`config.mk`:
```
export PLATFORM = sky130hd
export DESIGN_NAME = inv_pipe
export DESIGN_NICKNAME = d
export VERILOG_FILES = /design/src/rtl/inv_pipe_pkg.sv /design/src/rtl/inv_pipe_stage.sv /design/src/rtl/inv_pipe.sv
export SDC_FILE = /design/constraint.sdc
export NUM_CORES = 1
export LEC_CHECK = 0
export BUFFER_PORTS_ARGS = -buffer_cell sky130_fd_sc_hd__buf_2
export CORE_AREA = 2 2 59 61
export CTS_CLUSTER_DIAMETER = 30
export CTS_CLUSTER_SIZE = 24
export DETAILED_ROUTE_END_ITERATION = 8
export DIE_AREA = 0 0 61 63
export HOLD_SLACK_MARGIN = 0.15
export PLACE_DENSITY = 0.75
export SLEW_MARGIN = 20
export SYNTH_ARGS = -nofsm -noshare
export SYNTH_HDL_FRONTEND = slang
export SYNTH_SLANG_ARGS = --single-unit
```
`constraint.sdc`:
```
create_clock -name clk -period 2.1 [get_ports clk]
set_input_delay 0.42 -clock clk [delete_from_list [all_inputs] [get_ports clk]]
set_output_delay 0.42 -clock clk [all_outputs]
set_load 0.01 [all_outputs]
```
`src/rtl/inv_pipe_pkg.sv`:
```
// Shared constants for the inv_pipe block: output transfer counter width and saturation value.
package inv_pipe_pkg;
  localparam int                  COUNT_W   = 16;
  localparam logic [COUNT_W-1:0] COUNT_MAX = 16'hFFFF;
endpackage

```
`src/rtl/inv_pipe_stage.sv`:
```
// One valid/ready register slice of the inv_pipe chain; accepts a new word whenever empty or draining.
module inv_pipe_stage #(
  parameter int W = 8
) (
  input  logic         clk,
  input  logic         rst_n,
  input  logic         up_valid,
  output logic         up_ready,
  input  logic [W-1:0] up_data,
  output logic         dn_valid,
  input  logic         dn_ready,
  output logic [W-1:0] dn_data
);
  logic         vld_p0;
  logic [W-1:0] dat_p0;

  assign up_ready = !vld_p0 || dn_ready;
  assign dn_valid = vld_p0;
  assign dn_data  = dat_p0;

  always_ff @(posedge clk or negedge rst_n) begin
    if (!rst_n) begin
      vld_p0 <= 1'b0;
      dat_p0 <= '0;
    end else if (up_ready) begin
      vld_p0 <= up_valid;
      if (up_valid) dat_p0 <= up_data;
    end
  end
endmodule

```
`src/rtl/inv_pipe.sv`:
```
// Elastic DEPTH-stage pipeline that XORs each word with INV_MASK unless bypassed, counting output transfers.
// Optional INV_PIPE_PARITY_EN adds an out_parity bit carried alongside the data.
module inv_pipe
  import inv_pipe_pkg::*;
#(
  parameter int               WIDTH    = 8,
  parameter int               DEPTH    = 2,
  parameter logic [WIDTH-1:0] INV_MASK = '1
) (
  input  logic               clk,
  input  logic               rst_n,
  input  logic               in_valid,
  output logic               in_ready,
  input  logic [WIDTH-1:0]   in_data,
  input  logic               in_bypass,
  output logic               out_valid,
  input  logic               out_ready,
  output logic [WIDTH-1:0]   out_data,
`ifdef INV_PIPE_PARITY_EN
  output logic               out_parity,
`endif
  output logic [COUNT_W-1:0] out_count
);
`ifdef INV_PIPE_PARITY_EN
  localparam int PW = WIDTH + 1;
`else
  localparam int PW = WIDTH;
`endif

  function automatic logic [COUNT_W-1:0] sat_inc(input logic [COUNT_W-1:0] v);
    return (v == COUNT_MAX) ? v : v + 16'd1;
  endfunction

  logic [DEPTH:0]   vld;
  logic [DEPTH:0]   rdy;
  logic [PW-1:0]    dat [DEPTH+1];
  logic [WIDTH-1:0] xform_p0;
  logic [COUNT_W-1:0] out_count_q;

  // Stage 0 input: the only point where the word is transformed
  assign xform_p0 = in_bypass ? in_data : (in_data ^ INV_MASK);
`ifdef INV_PIPE_PARITY_EN
  assign dat[0]     = {^xform_p0, xform_p0};
  assign out_parity = dat[DEPTH][WIDTH];
`else
  assign dat[0]     = xform_p0;
`endif

  assign vld[0]     = in_valid;
  assign in_ready   = rdy[0];
  assign rdy[DEPTH] = out_ready;

  generate
    for (genvar i = 0; i < DEPTH; i++) begin : g_stage
      inv_pipe_stage #(.W(PW)) u_stage (
        .clk      (clk),
        .rst_n    (rst_n),
        .up_valid (vld[i]),
        .up_ready (rdy[i]),
        .up_data  (dat[i]),
        .dn_valid (vld[i+1]),
        .dn_ready (rdy[i+1]),
        .dn_data  (dat[i+1])
      );
    end
  endgenerate

  // Output boundary
  assign out_valid = vld[DEPTH];
  assign out_data  = dat[DEPTH][WIDTH-1:0];
  assign out_count = out_count_q;

  always_ff @(posedge clk or negedge rst_n) begin
    if (!rst_n) begin
      out_count_q <= '0;
    end else if (out_valid && out_ready) begin
      out_count_q <= sat_inc(out_count_q);
    end
  end
endmodule

```
==> impl_metrics.csv <==
group,metric,value,unit
timing,slew_violations,0,
timing,tns,0,ns
critical_path,cp.required,2.34,ns
die,core-area,3230,um^2
logic_synthesis,ys_async_sr_fraction,1.00,
critical_path,path_cells,"nand4_1 -> or4_1 -> and2_4 -> mux2_4",
logic_synthesis,ys_seq_area_frac,0.538,
pwr,internal-power,1.15,mW
logic_synthesis,synth_common_cells,"34 x dfrtp_1, 13 x nand2_1, 11 x xnor2_1, 11 x xor2_1",
final_layout,drive_gt1_frac,0.331,
pwr,powerDensity,920,nW/um^2
place,port_buffers,38,
place,placedCellCount,212,
clocking,cts.sinks,34,
drt,vias_per_cell,5.21,
clocking,cts_tree,"built",
logic_synthesis,synth_edf_count,0,
critical_path,arrival,2.03,ns
critical_path,r2r_end,"out_count[1]",
timing,min_period,1.80,ns
place,dpl.hpwl,2140,um
timing,slew_headroom,0.515,
critical_path,cp_max_fo,6,
logic_synthesis,synth_top_family_by_area,"simple AND/OR/NAND/NOR gates",
global_routing,grt_max_degree,35,
timing,fin_crit_sh,0.856,
global_routing,antenna_found_initial,0,
pwr,ir_worst_vdd,0.620,mV
die,top_level_ports,39,
timing,worstMarginPinSlew,0.727,ns
logic_synthesis,synth-simple-area-share,0.168,
logic_synthesis,synth_flop_cell,"dfrtp_1",
logic_synthesis,yosys.area.top_type,"dfrtp_1",
final_layout,finish.utilization,0.566,
logic_synthesis,synth_fa_ha_area_frac,0.00791,
final_layout,area_growth,15.6,%
critical_path,max_stage_delay,0.57,ns
clocking,clk_pin_slew,0.10,ns
clocking,post_cts_resized,0,
logic_synthesis,synth_warnings,0,
critical_path,r2r_setup_slack,0.30,ns
timing,finalClockSkew,0.00338,ns
drt,drtIter0Drc,80,
pwr,power_leakage,0.884,nW
critical_path,cp-start-kind,"flip-flop",
clocking,htree_num_levels,2,
drt,vias,1152,
die,die_area,3840,um^2
worst_hold_path,hold_class,"primary input to flip-flop",
place,gp_congestion,0.881,
logic_synthesis,synthMuxAreaShare,0.0664,
logic_synthesis,synth.area.top_cells,"dfrtp_1 54%, xnor2_1 6.1%, xor2_1 6.1%",
logic_synthesis,synth_area_per_cell,11.5,um^2
final_layout,design_area,1830,um^2
critical_path,cp-end-kind,"flip-flop",
run,drv_cap,0,
critical_path,r2r_cells,4,
pwr,pwr-share-comb,0.243,
drt,ant_nets,0,
drt,firstDrtPassIters,4,
drt,drt_wl_total,2900,um
status,status,"finished clean",
logic_synthesis,syn_area,1580,um^2
drt,drc,0,
critical_path,critPathKind,"flip-flop to flip-flop",
pwr,pwr-share-clk,0.225,
clocking,clkLatencyLatePin,0.34,ns
timing,setup_viol,0,
pwr,p_sw,529,uW
timing,timing.hold.ws,0.282,ns
clocking,cts_setup_buffers,0,
worst_hold_path,holdPathEnd,"g_stage[0].u_stage.dn_valid",
pwr,p_seq_frac,0.532,
worst_hold_path,hold_start,"in_valid",
die,die_h,63,um
logic_synthesis,synthesis.nets,152,
logic_synthesis,syn-instance-count,138,
final_layout,nets,188,
logic_synthesis,yosys_register_bits,34,
clocking,cts_made_buffers,5,
final_layout,stdcell_count,221,
global_routing,grt_pass1_vias,1129,
drt,wl_per_cell,13.1,um
critical_path,reg2reg_from,"out_count[13]",
timing,rsz0062_at_grt,"false",
pwr,swShare,0.315,
die,initial_core_util,0.490,
global_routing,overflow,0,
critical_path,cp_slowest_cell,"or4_1",
clocking,cts-root-buf,"clkbuf_4",
clocking,clk_path_buf_depth,2,
global_routing,grt_first_pass_wirelength,5030,um
global_routing,grtUsageTotal,0.180,
logic_synthesis,synthMostInstantiatedCell,"dfrtp_1",
timing,final_hold_viol_count,0,
logic_synthesis,yosysTopAreaCellShare,0.538,
logic_synthesis,ys_types,28,
logic_synthesis,synth-xor-area-share,0.122,
place,placed_area,1760,um^2
logic_synthesis,synth_compound_area_frac,0.0419,
final_layout,n_antenna_cell,0,
timing,max_freq,0.556,GHz
die,std_cell_rows,21,
worst_hold_path,hold_depth,2,
die,die_width,61,um
[sequential cells by signal, indices dropped and copies added (netlist names)]
name                      cells
g_stage.u_stage.dn_data      16
out_count                    16
g_stage.u_stage.dn_valid      2
[power by group through the flow]
stage | clock network [mW] | registers, mW | logic [mW]
after detailed placement | 0 | 0.908 | 0.417
after CTS | 0.391 | 0.896 | 0.420
after floorplan | 0 | 0.917 | 0.284
after global placement | 0 | 0.902 | 0.403
after global routing | 0.418 | 0.920 | 0.456
final | 0.378 | 0.895 | 0.409
[worst max-delay path, delay by kind of cell (launching register included)]
family,cells,cell delay (ns)
multiplexers,1,0.28
AND/OR/NAND/NOR,3,0.94
flip-flops,1,0.46
[layout by cell type (no fill, tap or decap)]
cell | synthesis | final
a2111oi_1 | 1 | 1
clkinv_2 | 0 | 1
nor3_1 | 1 | 1
o21ai_0 | 8 | 8
buf_2 | 0 | 38
nand3_1 | 8 | 8
mux2_2 | 8 | 8
nand3b_1 | 1 | 1
nand2_1 | 13 | 13
xnor2_1 | 11 | 11
dfrtp_1 | 34 | 34
and4_1 | 2 | 2
buf_4 | 9 | 2
mux2_4 | 1 | 1
nor4_1 | 2 | 2
dlygate4sd3_1 | 0 | 1
ha_1 | 1 | 1
xor2_1 | 11 | 11
o311ai_0 | 1 | 1
nand4_1 | 9 | 9
or4_1 | 1 | 1
inv_1 | 1 | 1
o21a_1 | 1 | 1
and2_1 | 2 | 2
clkbuf_8 | 0 | 1
clkbuf_1 | 2 | 1
nand2b_1 | 3 | 3
clkbuf_4 | 0 | 5
and4_2 | 1 | 1
and2_4 | 1 | 1
nor2_1 | 2 | 2
and3_1 | 2 | 2
[stage by stage]
step                      worst slack (ns)  power (mW)
after floorplan                      0.243        1.20
after global placement               0.383        1.31
after detailed placement             0.339        1.32
after CTS                            0.306        1.71
after global routing                 0.184        1.79
final                                0.302        1.68
[worst max path at each step]
stage,startpoint,end,slack [ns],depth (start not counted)
after floorplan,out_count[0],out_count[1],0.24,6
after global placement,out_count[9],out_count[1],0.38,4
after detailed placement,out_count[13],out_count[1],0.34,4
after CTS,out_count[13],out_count[1],0.31,4
after global routing,out_count[0],out_count[1],0.18,5
final,out_count[13],out_count[1],0.30,4
[kinds of logic after synthesis]
logic type,after synthesis
AND/OR/NAND/NOR,48
flip-flops,34
XOR/XNOR,22
buffers and inverters,13
AO/OA/AOI/OAI,11
multiplexers,9
adder cells (fa/ha/maj),1
[layout make-up]
class	instances	area, um^2
tap	46	57.6
clock inverter	1	5.00
timing repair buffer	41	215
multi-input combinational	91	642
sequential	34	851
clock buffer	7	55.1
fill	295	1400
inverter	1	3.75
[what timing repair did]
action / 4_1_cts / 5_1_grt
hold buffers: 1 / 0
endpoints found under the hold margin: 20 / 0
setup endpoints to repair: 0 / 0
[per-layer routing]
layer	GRT usage	vias up	wire [um]
met5	0	-	0
met4	0.103	0	91
met3	0.0600	10	201
met2	0.277	48	1420
met1	0.213	548	1190
li1	-	546	-
Note: power is estimated with default switching activity, not from simulation.
